===== config.mk =====
export PLATFORM = sky130hd
export DESIGN_NAME = uart_snd
export DESIGN_NICKNAME = d
export VERILOG_FILES = /design/src/rtl/uart_snd.sv
export SDC_FILE = /design/constraint.sdc
export NUM_CORES = 1
export LEC_CHECK = 0
export CAP_MARGIN = 10
export CORE_ASPECT_RATIO = 1.75
export CORE_MARGIN = 8
export CORE_UTILIZATION = 30
export DETAILED_ROUTE_END_ITERATION = 6
export SYNTH_ARGS = -nofsm -noshare
export SYNTH_HDL_FRONTEND = slang
export SYNTH_SLANG_ARGS = --single-unit

===== constraint.sdc =====
create_clock -name clk -period 2.3 [get_ports clk]
set_input_delay 0.345 -clock clk [delete_from_list [all_inputs] [get_ports clk]]
set_output_delay 0.345 -clock clk [all_outputs]
set_load 0.01 [all_outputs]

===== src/rtl/uart_snd.sv =====
`timescale 1ns/1ps
`default_nettype none
// ============================================================================
//  Module   : uart_snd
//  Purpose  : 8N1 UART transmitter with a small byte FIFO in front of it.
//  Revision : 1.0
// ============================================================================
module uart_snd #(
    parameter int CLKS_PER_BIT = 4,
    parameter int FIFO_DEPTH   = 4
) (
    input  logic       clk,
    input  logic       rst_n,
    input  logic [7:0] din,
    input  logic       we,
    output logic       full,
    output logic       empty,
    output logic       busy,
    output logic       txd
);

    localparam int c_cnt_w = (CLKS_PER_BIT > 1) ? $clog2(CLKS_PER_BIT) : 1;
    localparam int c_ptr_w = $clog2(FIFO_DEPTH);

    localparam logic [c_cnt_w-1:0] c_baud_last = c_cnt_w'(CLKS_PER_BIT - 1);
    localparam logic [c_ptr_w:0]   c_depth     = (c_ptr_w + 1)'(FIFO_DEPTH);

    localparam logic [1:0] c_st_idle  = 2'd0;
    localparam logic [1:0] c_st_start = 2'd1;
    localparam logic [1:0] c_st_data  = 2'd2;
    localparam logic [1:0] c_st_stop  = 2'd3;

    logic [7:0]         r_mem [FIFO_DEPTH];
    logic [c_ptr_w-1:0] r_wr_ptr;
    logic [c_ptr_w-1:0] r_rd_ptr;
    logic [c_ptr_w:0]   r_count;

    logic [1:0]         r_state;
    logic [c_cnt_w-1:0] r_baud;
    logic [2:0]         r_bit;
    logic [7:0]         r_shift;
    logic               r_txd;
    logic               r_busy;

    logic [1:0]         w_state_nxt;
    logic [c_cnt_w-1:0] w_baud_nxt;
    logic [2:0]         w_bit_nxt;
    logic [7:0]         w_shift_nxt;
    logic               w_txd_nxt;
    logic               w_pop;
    logic               w_wr;
    logic               w_bit_end;
    logic               w_empty;
    logic               w_full;

    assign w_empty   = (r_count == '0);
    assign w_full    = (r_count == c_depth);
    // Full is judged on the registered count, so a same-edge pop never frees room.
    assign w_wr      = we && !w_full;
    assign w_bit_end = (r_baud == c_baud_last);

    assign full  = w_full;
    assign empty = w_empty;
    assign busy  = r_busy;
    assign txd   = r_txd;

    always_comb begin
        w_state_nxt = r_state;
        w_baud_nxt  = r_baud;
        w_bit_nxt   = r_bit;
        w_shift_nxt = r_shift;
        w_pop       = 1'b0;

        if (r_state != c_st_idle) begin
            w_baud_nxt = w_bit_end ? '0 : r_baud + c_cnt_w'(1);
        end

        case (r_state)
            c_st_idle: begin
                if (!w_empty) begin
                    w_pop       = 1'b1;
                    w_shift_nxt = r_mem[r_rd_ptr];
                    w_baud_nxt  = '0;
                    w_state_nxt = c_st_start;
                end
            end
            c_st_start: begin
                if (w_bit_end) begin
                    w_bit_nxt   = 3'd0;
                    w_state_nxt = c_st_data;
                end
            end
            c_st_data: begin
                if (w_bit_end) begin
                    w_shift_nxt = {1'b0, r_shift[7:1]};
                    if (r_bit == 3'd7) begin
                        w_state_nxt = c_st_stop;
                    end else begin
                        w_bit_nxt = r_bit + 3'd1;
                    end
                end
            end
            c_st_stop: begin
                if (w_bit_end) begin
                    if (!w_empty) begin
                        w_pop       = 1'b1;
                        w_shift_nxt = r_mem[r_rd_ptr];
                        w_state_nxt = c_st_start;
                    end else begin
                        w_state_nxt = c_st_idle;
                    end
                end
            end
            default: begin
                w_state_nxt = c_st_idle;
            end
        endcase

        // Line level follows the state being entered so txd changes on the same edge.
        case (w_state_nxt)
            c_st_start: w_txd_nxt = 1'b0;
            c_st_data:  w_txd_nxt = w_shift_nxt[0];
            default:    w_txd_nxt = 1'b1;
        endcase
    end

    always_ff @(posedge clk or negedge rst_n) begin
        if (!rst_n) begin
            r_state <= c_st_idle;
            r_baud  <= '0;
            r_bit   <= 3'd0;
            r_shift <= 8'd0;
            r_txd   <= 1'b1;
            r_busy  <= 1'b0;
        end else begin
            r_state <= w_state_nxt;
            r_baud  <= w_baud_nxt;
            r_bit   <= w_bit_nxt;
            r_shift <= w_shift_nxt;
            r_txd   <= w_txd_nxt;
            r_busy  <= (w_state_nxt != c_st_idle);
        end
    end

    always_ff @(posedge clk or negedge rst_n) begin
        if (!rst_n) begin
            r_wr_ptr <= '0;
            r_rd_ptr <= '0;
            r_count  <= '0;
        end else begin
            if (w_wr) begin
                r_wr_ptr <= r_wr_ptr + c_ptr_w'(1);
            end
            if (w_pop) begin
                r_rd_ptr <= r_rd_ptr + c_ptr_w'(1);
            end
            case ({w_wr, w_pop})
                2'b10:   r_count <= r_count + (c_ptr_w + 1)'(1);
                2'b01:   r_count <= r_count - (c_ptr_w + 1)'(1);
                default: r_count <= r_count;
            endcase
        end
    end

    always_ff @(posedge clk) begin
        if (w_wr) begin
            r_mem[r_wr_ptr] <= din;
        end
    end

endmodule
`default_nettype wire


-- Yosys cells after proc, flatten, opt, wreduce, memory -nomap -nowiden
Memory sizes are Yosys's and may differ from the RTL's.
Cells that the tools add are included.
- equal/unequal tests: 14
- add/subtract/negate cells: 6
- reduce and logical (&&, ||, !) cells: 11
- mux-type cells: 26
- operators with widths (cell ; count):
    8-bit two-way mux ; 3
    8-bit one-hot mux with 3 select lines ; 1
    2-bit two-way mux ; 9
    3-bit one-hot mux with 2 select lines ; 2
    2-bit equality test (second input constant) ; 5
    3-bit two-way mux ; 3
    2-bit != test (second input constant) ; 4
    2-bit one-hot mux with 4 select lines ; 1
    2-bit nonzero test ; 4
    2-bit by 1-bit adder with 2-bit output (second input constant) ; 3
    3-bit by 1-bit adder with 3-bit output (second input constant) ; 2
    2-bit by 1-bit equality test with 1-bit output (second input constant) ; 3
    3-bit equality test (second input constant) ; 2
    1-bit two-way mux ; 5
    1-bit one-hot mux with 2 select lines ; 2
    4-bit AND reduction ; 1
    3-bit logical NOT ; 1
    3-bit AND reduction ; 1
    3-bit nonzero test ; 1
    3-bit by 1-bit subtractor with 3-bit output (second input constant) ; 1
    2-bit logical NOT ; 1
    1-bit logical AND ; 1
    1-bit logical NOT ; 1
- memories: 1
- bits in writable memories: 32
- logic and storage cells: 68
- flip-flop bits (word level): 24
- memory list (name ; depth ; width ; rd ports ; clocked after memory_dff ; wr ports ; line ; text):
    r_mem ; 4 ; 8 ; 1 ; 0 ; 1 ; 33 ; logic [7:0] r_mem [FIFO_DEPTH];

-- Logic depth before layout (Yosys ltp)
- depth in word-level cells: 6
- depth in mapped cells: 11
- gate-level depth less buffers: 10

-- Worst setup path before layout
OpenSTA, ideal clock, no wires.
- kind: register to register
- from: register r_state[1]
- to: register r_count[2]
- setup time: 0.079 ns
- arrival time: 2.174 ns
- buffers on the path: 0
- data required time: 2.221 ns
- cell stages (with the launch flop): 11
- path slack: 0.047 ns
- path through: dfrtp_1 inv_1 ha_1 a21oi_1 nor3_1 ha_1 inv_1 fa_1 xor2_1 nor2_1 xor2_1
- cells in the longest elaborated chain, start to end: 4
- elaborated cells on any way between the ends: 7
- those cells by class: 3 x eq/ne; 2 x mux; 2 x reduce/logical
- RTL lines (what ; line ; text):
    from (decl) ; 38 ; logic [1:0] r_state;
    from (signal assigned) ; 129 ; r_state <= c_st_idle;
    from (signal assigned) ; 136 ; r_state <= w_state_nxt;
    2-bit equality test / 2-bit logical NOT (equally long branches) ; 78 ; case (r_state)
    1-bit one-hot mux with 2 select lines * ; 78 ;
    net w_pop ; 50 ; logic w_pop;
    2-bit by 1-bit equality test with 1-bit output / 2-bit equality test (equally long branches) ; 157 ; case ({w_wr, w_pop})
    3-bit one-hot mux with 2 select lines / 2-bit nonzero test (equally long branches) ; -- ;
    to (signal assigned) ; 158 ; 2'b10: r_count <= r_count + (c_ptr_w + 1)'(1);
    to (signal assigned) ; 159 ; 2'b01: r_count <= r_count - (c_ptr_w + 1)'(1);
    to (signal assigned) ; 160 ; default: r_count <= r_count;
    to (decl) ; 36 ; logic [c_ptr_w:0] r_count;
The timed path passes the listed nets; every way through them passes the cells marked *.
A chain may end at the register's enable or synchronous reset.

-- Worst setup path in the final report
Ends and elaborated chain as after synthesis.

==> metrics.csv <==
metric,value,unit
outcome,finished clean,
row count,45,
RSZ-0062 raised after global routing,no,
router iterations before antenna repair,4,
Slew headroom,0.678,
pin slew with the least headroom to its limit,0.483,ns
crit-path max FO,6,
crit-path max cell delay,0.42,ns
CP bufs+invs,1,
via count,1504,
cell count after synthesis,183,
total CTS buffers,5,
routed vias/inst,4.64,
number of global-route vias before repair,1624,
DR WL/cell,14.4,um
Adder-Cell Fraction of Synth Area,0.0706,
CTS tree,yes,
"commonest non-fill, non-tap cell in the layout",edfxtp_1,
Initial Util,0.302,
Antenna Nets Post-Route,0,
Die Wd,86.2,um
die area,12000,um2
total grt overflow,0,
Final Instance Count excl. Fillers,324,
Required @ worst endpoint,2.52,ns
post-synthesis register bit count,56,
Reg-to-Reg End,r_count[2]$_DFFE_PN0P_,
Placement Cell Area,2910,um2
dpl hpwl,3450,um
Antenna diodes,0,
worst-path cell chain,ha_2 -> a21oi_1 -> nor3_2 -> ha_1 -> inv_1 -> fa_1 -> xor2_1 -> nor2_1 -> xor2_1,
part of the Yosys area used for sequential elements,0.604,
Max-Cap Viols,0,
total of warnings raised by yosys,0,
Post-Synth XOR/XNOR Area,0.0203,
Final Hold Fails,0,
PwrDens,1280,nW/um2
Post-Route Setup TNS,0,ns
main combinational cell family by area after synthesis,compound AO/OA/AOI/OAI gates,
Multi-input gate area,947,um2
Top Ports,15,
crit path launch type,register,
DRT iter0 DRCs,99,
clock-pin slew on the worst setup and hold paths,0.07,ns
Max IR drop VDD,0.567,mV
synth unique cells,35,
Port Buf Inserts,14,
root buffer cell,clkbuf_16,
Final Net Count,231,
worst r2r src,r_state[1]$_DFF_PN0_,
initial antenna violation count,0,
Clock Sinks,56,
register area,1560,um2
P_leak,1.27,nW
final instance area,3090,um2
Synth Area in Compound Gates,0.106,
synth-to-layout area growth,19.4,%
Final Cycle Share,0.928,
Mapped Avg Cell Area,14.1,um2
R2R Setup Slk,0.17,ns
cts repair resizes,0,
endpoints failing setup,0,
placed instance count,316,
Synth Net Count,208,
Synth Cell Area,2590,um2
DRC,0,
GPL Wtd Cong,0.797,
"CP delay by family, top",adder cells,
Die Span Y,139,um
Skew-Pair Late Insertion Delay,0.29,ns
Worst Setup End Kind,register,
min cycle time layout,2.13,ns
Worst Reg-to-Reg Cells,9,
share of layout cells above drive strength 1,0.121,
CP Data Arrival Time,2.35,ns
GRT Total Usage,0.0846,
first-pass GRT wire length,7870,um
pin count of the biggest net entering global routing,25,
routed wire length,4670,um
max frequency,469,MHz
fillers,862,
core area,8560,um2
simple-gate area share of the yosys netlist,0.0706,
"Slew Viols, Final",0,
post-synthesis mux area share,0.0957,
"commonest non-fill, non-tap cells in the layout","edfxtp_1, dfrtp_1, nand2_1",
CTS H-tree lvls,2,
path type of the worst setup path,reg -> reg,
most frequent CP cell,xor2_1,
Hold Crit Class,in -> async,
clock tree buffer depth,2,
cts hold-fix bufs,0,
"Slowest-stage cell, CP",dfrtp_1,
setup repair bufs after CTS,0,
final worst clock skew,0.00558,ns
flip-flops by register name, summed over array words and instances (netlist names):
register and flops:
r_mem 32, r_shift 8, r_bit 3, r_count 3, r_baud 2, r_rd_ptr 2
r_state 2, r_wr_ptr 2, busy 1, txd 1
cell usage after synthesis:
cell type | number | area share
dfstp_2 | 1 | 0.010
and2_1 | 4 | 0.0097
xor2_1 | 3 | 0.010
nand3_1 | 2 | 0.0039
o211a_1 | 1 | 0.0039
a211oi_1 | 1 | 0.0029
nor3_1 | 2 | 0.0039
o31ai_1 | 2 | 0.0058
nor3_2 | 1 | 0.0039
a211o_1 | 2 | 0.0068
ha_1 | 13 | 0.063
nand2_1 | 17 | 0.025
nand4b_1 | 1 | 0.0034
nor2_1 | 8 | 0.012
buf_2 | 2 | 0.0039
clkbuf_1 | 5 | 0.0073
fa_1 | 1 | 0.0077
a22oi_1 | 1 | 0.0029
edfxtp_1 | 32 | 0.37
a21oi_1 | 3 | 0.0058
mux2_2 | 1 | 0.0044
a32oi_1 | 6 | 0.020
a22o_1 | 12 | 0.041
o21ai_0 | 6 | 0.012
o22ai_1 | 1 | 0.0024
mux4_2 | 1 | 0.0087
buf_6 | 1 | 0.0044
a21boi_0 | 1 | 0.0029
mux4_1 | 7 | 0.071
and3_1 | 1 | 0.0024
inv_1 | 12 | 0.017
mux2i_1 | 3 | 0.012
xnor2_1 | 3 | 0.010
dfrtp_1 | 23 | 0.22
nor2b_1 | 3 | 0.0073
cells by family (layout without fill, tap and decap cells):
logic type,after synthesis,count (layout)
AND/OR/NAND/NOR,39,39
AO/OA/AOI/OAI,36,36
multiplexers,12,12
flip-flops,56,56
adder cells (fa/ha/maj),14,14
buffers and inverters,20,44
XOR/XNOR,6,6
stage by stage:
stage | hold slack, ns | setup WS, ns | power (mW) | util
floorplan | 0.0494 | 0.0472 | 2.63 | -
global placement | 0.482 | 0.159 | 3.08 | 0.340
detailed placement | 0.487 | 0.0925 | 3.13 | 0.340
CTS | 0.433 | 0.0887 | 4.02 | 0.360
global route | 0.464 | 0.0304 | 4.27 | 0.361
finish | 0.422 | 0.167 | 3.96 | 0.361
worst max path at each step:
| stage | depth (start not counted) | end | slack, ns | startpoint |
|---|---|---|---|---|
| 2_1_floorplan | 10 | r_count[2]$_DFFE_PN0P_ | 0.05 | r_state[1]$_DFF_PN0_ |
| 3_3_place_gp | 9 | r_count[2]$_DFFE_PN0P_ | 0.16 | r_state[0]$_DFF_PN0_ |
| 3_5_place_dp | 9 | r_count[2]$_DFFE_PN0P_ | 0.09 | r_state[0]$_DFF_PN0_ |
| 4_1_cts | 9 | r_count[2]$_DFFE_PN0P_ | 0.09 | r_state[0]$_DFF_PN0_ |
| 5_1_grt | 9 | r_count[2]$_DFFE_PN0P_ | 0.03 | r_state[1]$_DFF_PN0_ |
| 6_report | 9 | r_count[2]$_DFFE_PN0P_ | 0.17 | r_state[1]$_DFF_PN0_ |
cell type report:
| cell class | count | share of cell area |
|---|---|---|
| clock buffers | 5 | 0.0405 |
| multi-input cells | 107 | 0.307 |
| clock inverters | 3 | 0.0154 |
| inverters | 12 | 0.0146 |
| well taps | 117 | 0.0474 |
| repair buffers | 24 | 0.0697 |
| flip-flops and latches | 56 | 0.506 |
metal layers:
layer,vias to the layer above,wire length [um],share of wire,GRT usage
met5,-,0,0,0
li1,730,-,-,-
met2,23,2630,0.56,0.155
met1,742,1780,0.38,0.0818
met3,9,90,0.019,0.0148
met4,0,167,0.036,0.0575
power by group:
part           switching (mW)  internal [mW]
clock                   0.352          0.518
sequential              0.202           1.37
combinational           0.800          0.718
total                    1.35           2.61
Note: power is estimated with default switching activity, not from simulation.
==> edit 1, RTL diff (same flow settings) <==
Reset style: synchronous (`rst_n`), changed in 2 clocked blocks.
--- a/src/rtl/uart_snd.sv
+++ b/src/rtl/uart_snd.sv
@@ -124,7 +124,7 @@
         endcase
     end
 
-    always_ff @(posedge clk or negedge rst_n) begin
+    always_ff @(posedge clk) begin
         if (!rst_n) begin
             r_state <= c_st_idle;
             r_baud  <= '0;
@@ -142,7 +142,7 @@
         end
     end
 
-    always_ff @(posedge clk or negedge rst_n) begin
+    always_ff @(posedge clk) begin
         if (!rst_n) begin
             r_wr_ptr <= '0;
             r_rd_ptr <= '0;
Check against the original RTL: differs if rst_n is asserted again (counterexample within 4 cycles, from zero or initial values and one cycle with rst_n low); with rst_n held inactive, the same outputs for 10 cycles.
==> edit 1 against the unedited design <==
- final area rose by 4.8%
- setup slack got worse by 0.042 ns
- routed wire length rose by 3.4%
- first-iteration DRC count fell by 32%
- sequential cell count rose by 2
- global-route usage rose by 0.45 points
- hold slack improved by 0.034 ns
- synthesized area barely moved
- power fell by 0.50%
- critical path depth did not move
- critical path type unchanged
- highest routed layer unchanged
==> edit 1: results (changes against the unedited design) <==
total detailed-routing wirelength - 4820 um (+3.4%)
Reg2Reg Setup Slack - 0.12 ns (-0.04 ns)
Net Count, Synth - 228 (+9.6%)
Placed Cells - 338 (+7.0%)
fill cell total of the finished layout - 860 (-0.23%)
clock latency reported for the late side of the worst-skew pair - 0.33 ns (+0.04 ns)
worst setup skew after layout - 0.00344 ns (-0.00213 ns)
deepest level of the CTS H-tree - 3 (+1)
Clock Pin Slew Worst Setup and Hold Paths - 0.05 ns (-0.02 ns)
Placement Cell Area - 2930 um2 (+0.69%)
sequential element share of the synthesized area - 0.572 (-0.0320)
net switching fraction of the power - 0.304 (-0.0374)
wire length the detailed router placed on met1 - 1720 um (-3.3%)
DRT iter0 DRCs - 67 (-32%)
run status - completed
cell type of the slowest stage on the worst timing path - sky130_fd_sc_hd__dfxtp_2
number of distinct library cell variants in the gate-level netlist after synthesis - 37 (+5.7%)
Power per Cell Area - 1220 nW/um2 (-5.0%)
largest stage delay on the critical path - 0.35 ns (-0.07 ns)
transition time at the pin with the least slew margin - 0.481 ns (-0.00118 ns)
maximum number of pins on one net before global-route repair - 24 (-4.0%)
metal3 WL - 112 um (+24%)
top fanout value on the critical path - 4 (-2)
number of standard cells after synthesis - 203 (+11%)
arrival time reported for the critical path endpoint - 2.44 ns (+0.09 ns)
==> edit 1: cell count changes in the layout (fill, tap and decap cells not counted), sizes merged, moves of 3 or more <==
cell,delta
a21oi,+7
a221o,+7
a22o,-12
a22oi,+5
a32oi,-6
and3,+6
buf,+5
clkbuf,+5
dfrtp,-23
dfxtp,+26
nand2,-13
nor2,+14
o21ai,+3
==> edit 1: cell families after synthesis <==
logic type / Yosys count / share of synthesized area
compound gates: 35 / 0.0899
xor+xnor: 5 / 0.0169
fa+ha+maj: 14 / 0.0705
buf+inv: 21 / 0.0386
flops: 58 / 0.572
mux: 11 / 0.0913
simple gates: 59 / 0.121
==> edit 1: cell type report <==
| cell class | instances | share of cell area |
|---|---|---|
| inverters | 12 | 0.0155 |
| flip-flops and latches | 58 | 0.458 |
| clock inverters | 6 | 0.0178 |
| well taps | 117 | 0.0452 |
| repair buffers | 29 | 0.0781 |
| multi-input cells | 124 | 0.315 |
| clock buffers | 10 | 0.0707 |
==> edit 2, RTL diff (same flow settings) <==
Made on the original files. Change the parameter `CLKS_PER_BIT` from 4 to 2.
--- a/src/rtl/uart_snd.sv
+++ b/src/rtl/uart_snd.sv
@@ -6,7 +6,7 @@
 //  Revision : 1.0
 // ============================================================================
 module uart_snd #(
-    parameter int CLKS_PER_BIT = 4,
+    parameter int CLKS_PER_BIT = 2,
     parameter int FIFO_DEPTH   = 4
 ) (
     input  logic       clk,
Check against the original RTL: not equivalent (a bounded check fails within 10 cycles, from zero or initial values and one cycle with rst_n low).
==> edit 2 against the unedited design <==
- sequential cell count fell by 1
- clock skew is 0.0021 ns lower
- routed wire length rose by 0.94%
- power fell by 0.18%
- synthesized area down 1.0%
- via count down 0.40%
- die area shrank 0.87%
- count of clock-buffer cells in the layout is the same
- setup slack got worse by 0.034 ns
- combinational power is 9% higher
- final area down 1.7%
- global-route usage up 0.17 points
==> edit 2: results (changes against the unedited design) <==
largest cells by area after synthesis - sky130_fd_sc_hd__edfxtp_1 (38%), sky130_fd_sc_hd__dfrtp_1 (21%), sky130_fd_sc_hd__mux4_1 (7.2%)
transition time at the pin with the least slew margin - 0.424 ns (-0.0582 ns)
worst vdd rail ir drop - 0.460 mV (-19%)
top cell types by occurrence after synthesis - sky130_fd_sc_hd__edfxtp_1 (32), sky130_fd_sc_hd__dfrtp_1 (22), sky130_fd_sc_hd__nand2_1 (18), sky130_fd_sc_hd__ha_1 (12), sky130_fd_sc_hd__inv_1 (12)
reg-to-reg startpoint - r_state[0]
run status - completed
overall fraction of global-route tracks in use - 0.0863 (+0.00172)
average detailed-routed wire length per instance - 14.8 um (+2.8%)
Reg2Reg Setup Slack - 0.15 ns (-0.02 ns)
top fanout value on the critical path - 9 (+3)
clock latency reported for the late side of the worst-skew pair - 0.29 ns (about the same)
post-synthesis average cell area - 14.6 um2 (+2.9%)
worst setup skew after layout - 0.00345 ns (-0.00212 ns)
number of antenna cells inserted - 0 (unchanged)
maximum number of pins on one net before global-route repair - 24 (-4.0%)
synthesized-area fraction occupied by xor and xnor cells - 0.0205 (+0.000208)
Async SR Flop Fraction - 0.418 (-0.0104)
leakage - 1.23 nW (-2.7%)
net count of the finished layout - 226 (-2.2%)
routability congestion estimate from global placement - 0.753 (-5.5%)
fill cell total of the finished layout - 828 (-3.9%)
sequential element share of the synthesized area - 0.600 (-0.00357)
Clock Pin Slew Worst Setup and Hold Paths - 0.07 ns (about the same)
vias per cell - 4.71 (+1.5%)
clock buffer count from CTS - 5 (unchanged)
number of distinct library cell variants in the gate-level netlist after synthesis - 39 (+11%)
complex-gate fraction of the synthesized area - 0.107 (+0.00157)
deepest level of the CTS H-tree - 2 (unchanged)
multiplexer fraction of the synthesized cell area - 0.0967 (+0.000982)
total detailed-routing wirelength - 4710 um (+0.94%)
Placed Cells - 310 (-1.9%)
arrival time reported for the critical path endpoint - 1.82 ns (-0.53 ns)
number of global-route vias before repair - 1621 (-0.18%)
fraction of final layout cells sized beyond drive strength 1 - 0.138 (+0.0172)
root cell of the clock tree - sky130_fd_sc_hd__clkbuf_16
arithmetic-cell share of the synthesized area counting full adders, half adders and majority gates - 0.0664 (-0.00416)
global-route wire length before repair - 7890 um (+0.27%)
number of enable-type register cells in the synthesized netlist - 32 (unchanged)
DRT iter0 DRCs - 86 (-13%)
HPWL reported at the end of detailed placement - 3430 um (-0.79%)
Net Count, Synth - 200 (-3.8%)
antenna violations before repair - 0 (unchanged)
[edit 2: critical path, stage by stage, from the launching register on]
cell and delay [ns]:
sky130_fd_sc_hd__dfrtp_1 0.42, sky130_fd_sc_hd__nor3_2 0.31, sky130_fd_sc_hd__buf_4 0.24, sky130_fd_sc_hd__clkdlybuf4s50_1 0.56
[edit 2: layout make-up]
| cell class | instances | area [um2] | area share |
|---|---|---|---|
| Multi-Input combinational cell | 103 | 938 | 0.309 |
| Clock inverter | 3 | 22.5 | 0.00742 |
| Inverter | 12 | 45.0 | 0.0148 |
| Clock buffer | 5 | 125 | 0.0412 |
| Timing Repair Buffer | 25 | 223 | 0.0733 |
| Sequential cell | 55 | 1540 | 0.507 |
| Tap cell | 115 | 144 | 0.0474 |
[edit 2: power by group]
| group | total (mW) | switching [mW] | internal (mW) |
|---|---|---|---|
| sequential | 1.54 | 0.183 | 1.36 |
| clock | 0.762 | 0.354 | 0.408 |
| combinational | 1.65 | 0.869 | 0.782 |
| total | 3.95 | 1.41 | 2.55 |
[edit 2: worst max path at each step]
stage / slack (ns) / depth (start not counted) / end / start
finish: 0.13 / 3 / empty / r_count[1]
detailed placement: 0.08 / 9 / r_count[2] / r_state[0]
floorplan: 0.06 / 10 / r_count[2] / r_state[1]
global route: -0.05 / 9 / r_count[2] / r_state[0]
global placement: 0.13 / 9 / r_count[2] / r_state[0]
CTS: 0.07 / 9 / r_count[2] / r_state[0]
[edit 2: per-layer routing]
| layer | global-route usage | part of all wire | wire, um |
|---|---|---|---|
| met1 | 0.0818 | 0.38 | 1790 |
| met5 | 0 | 0 | 0 |
| met4 | 0.0520 | 0.024 | 115 |
| met3 | 0.0202 | 0.025 | 120 |
| met2 | 0.160 | 0.57 | 2680 |
[edit 2: logic make-up (layout without fill, tap and decap cells)]
group,count (synthesis),after routing
AOI/OAI and AO/OA,35,35
xor gates and xnor gates,6,6
adders and majority gates,13,13
buffers and inverters,18,45
DFF,55,55
muxes,12,12
and+or+nand+nor,37,37
[edit 2: stage by stage]
step | worst slack [ns] | area [um2] | setup TNS [ns] | hold WS, ns
6_report | 0.132 | 3040 | 0 | 0.407
5_1_grt | -0.0496 | 3040 | -0.0496 | 0.437
4_1_cts | 0.0668 | 3030 | 0 | 0.422
3_5_place_dp | 0.0850 | 2880 | 0 | 0.511
3_3_place_gp | 0.127 | 2880 | 0 | 0.503
2_1_floorplan | 0.0642 | 2560 | 0 | 0.0494
[edit 2: what timing repair did]
item	CTS	global route
setup endpoints to repair	0	1
setup buffers	0	0
gates resized for setup	0	2
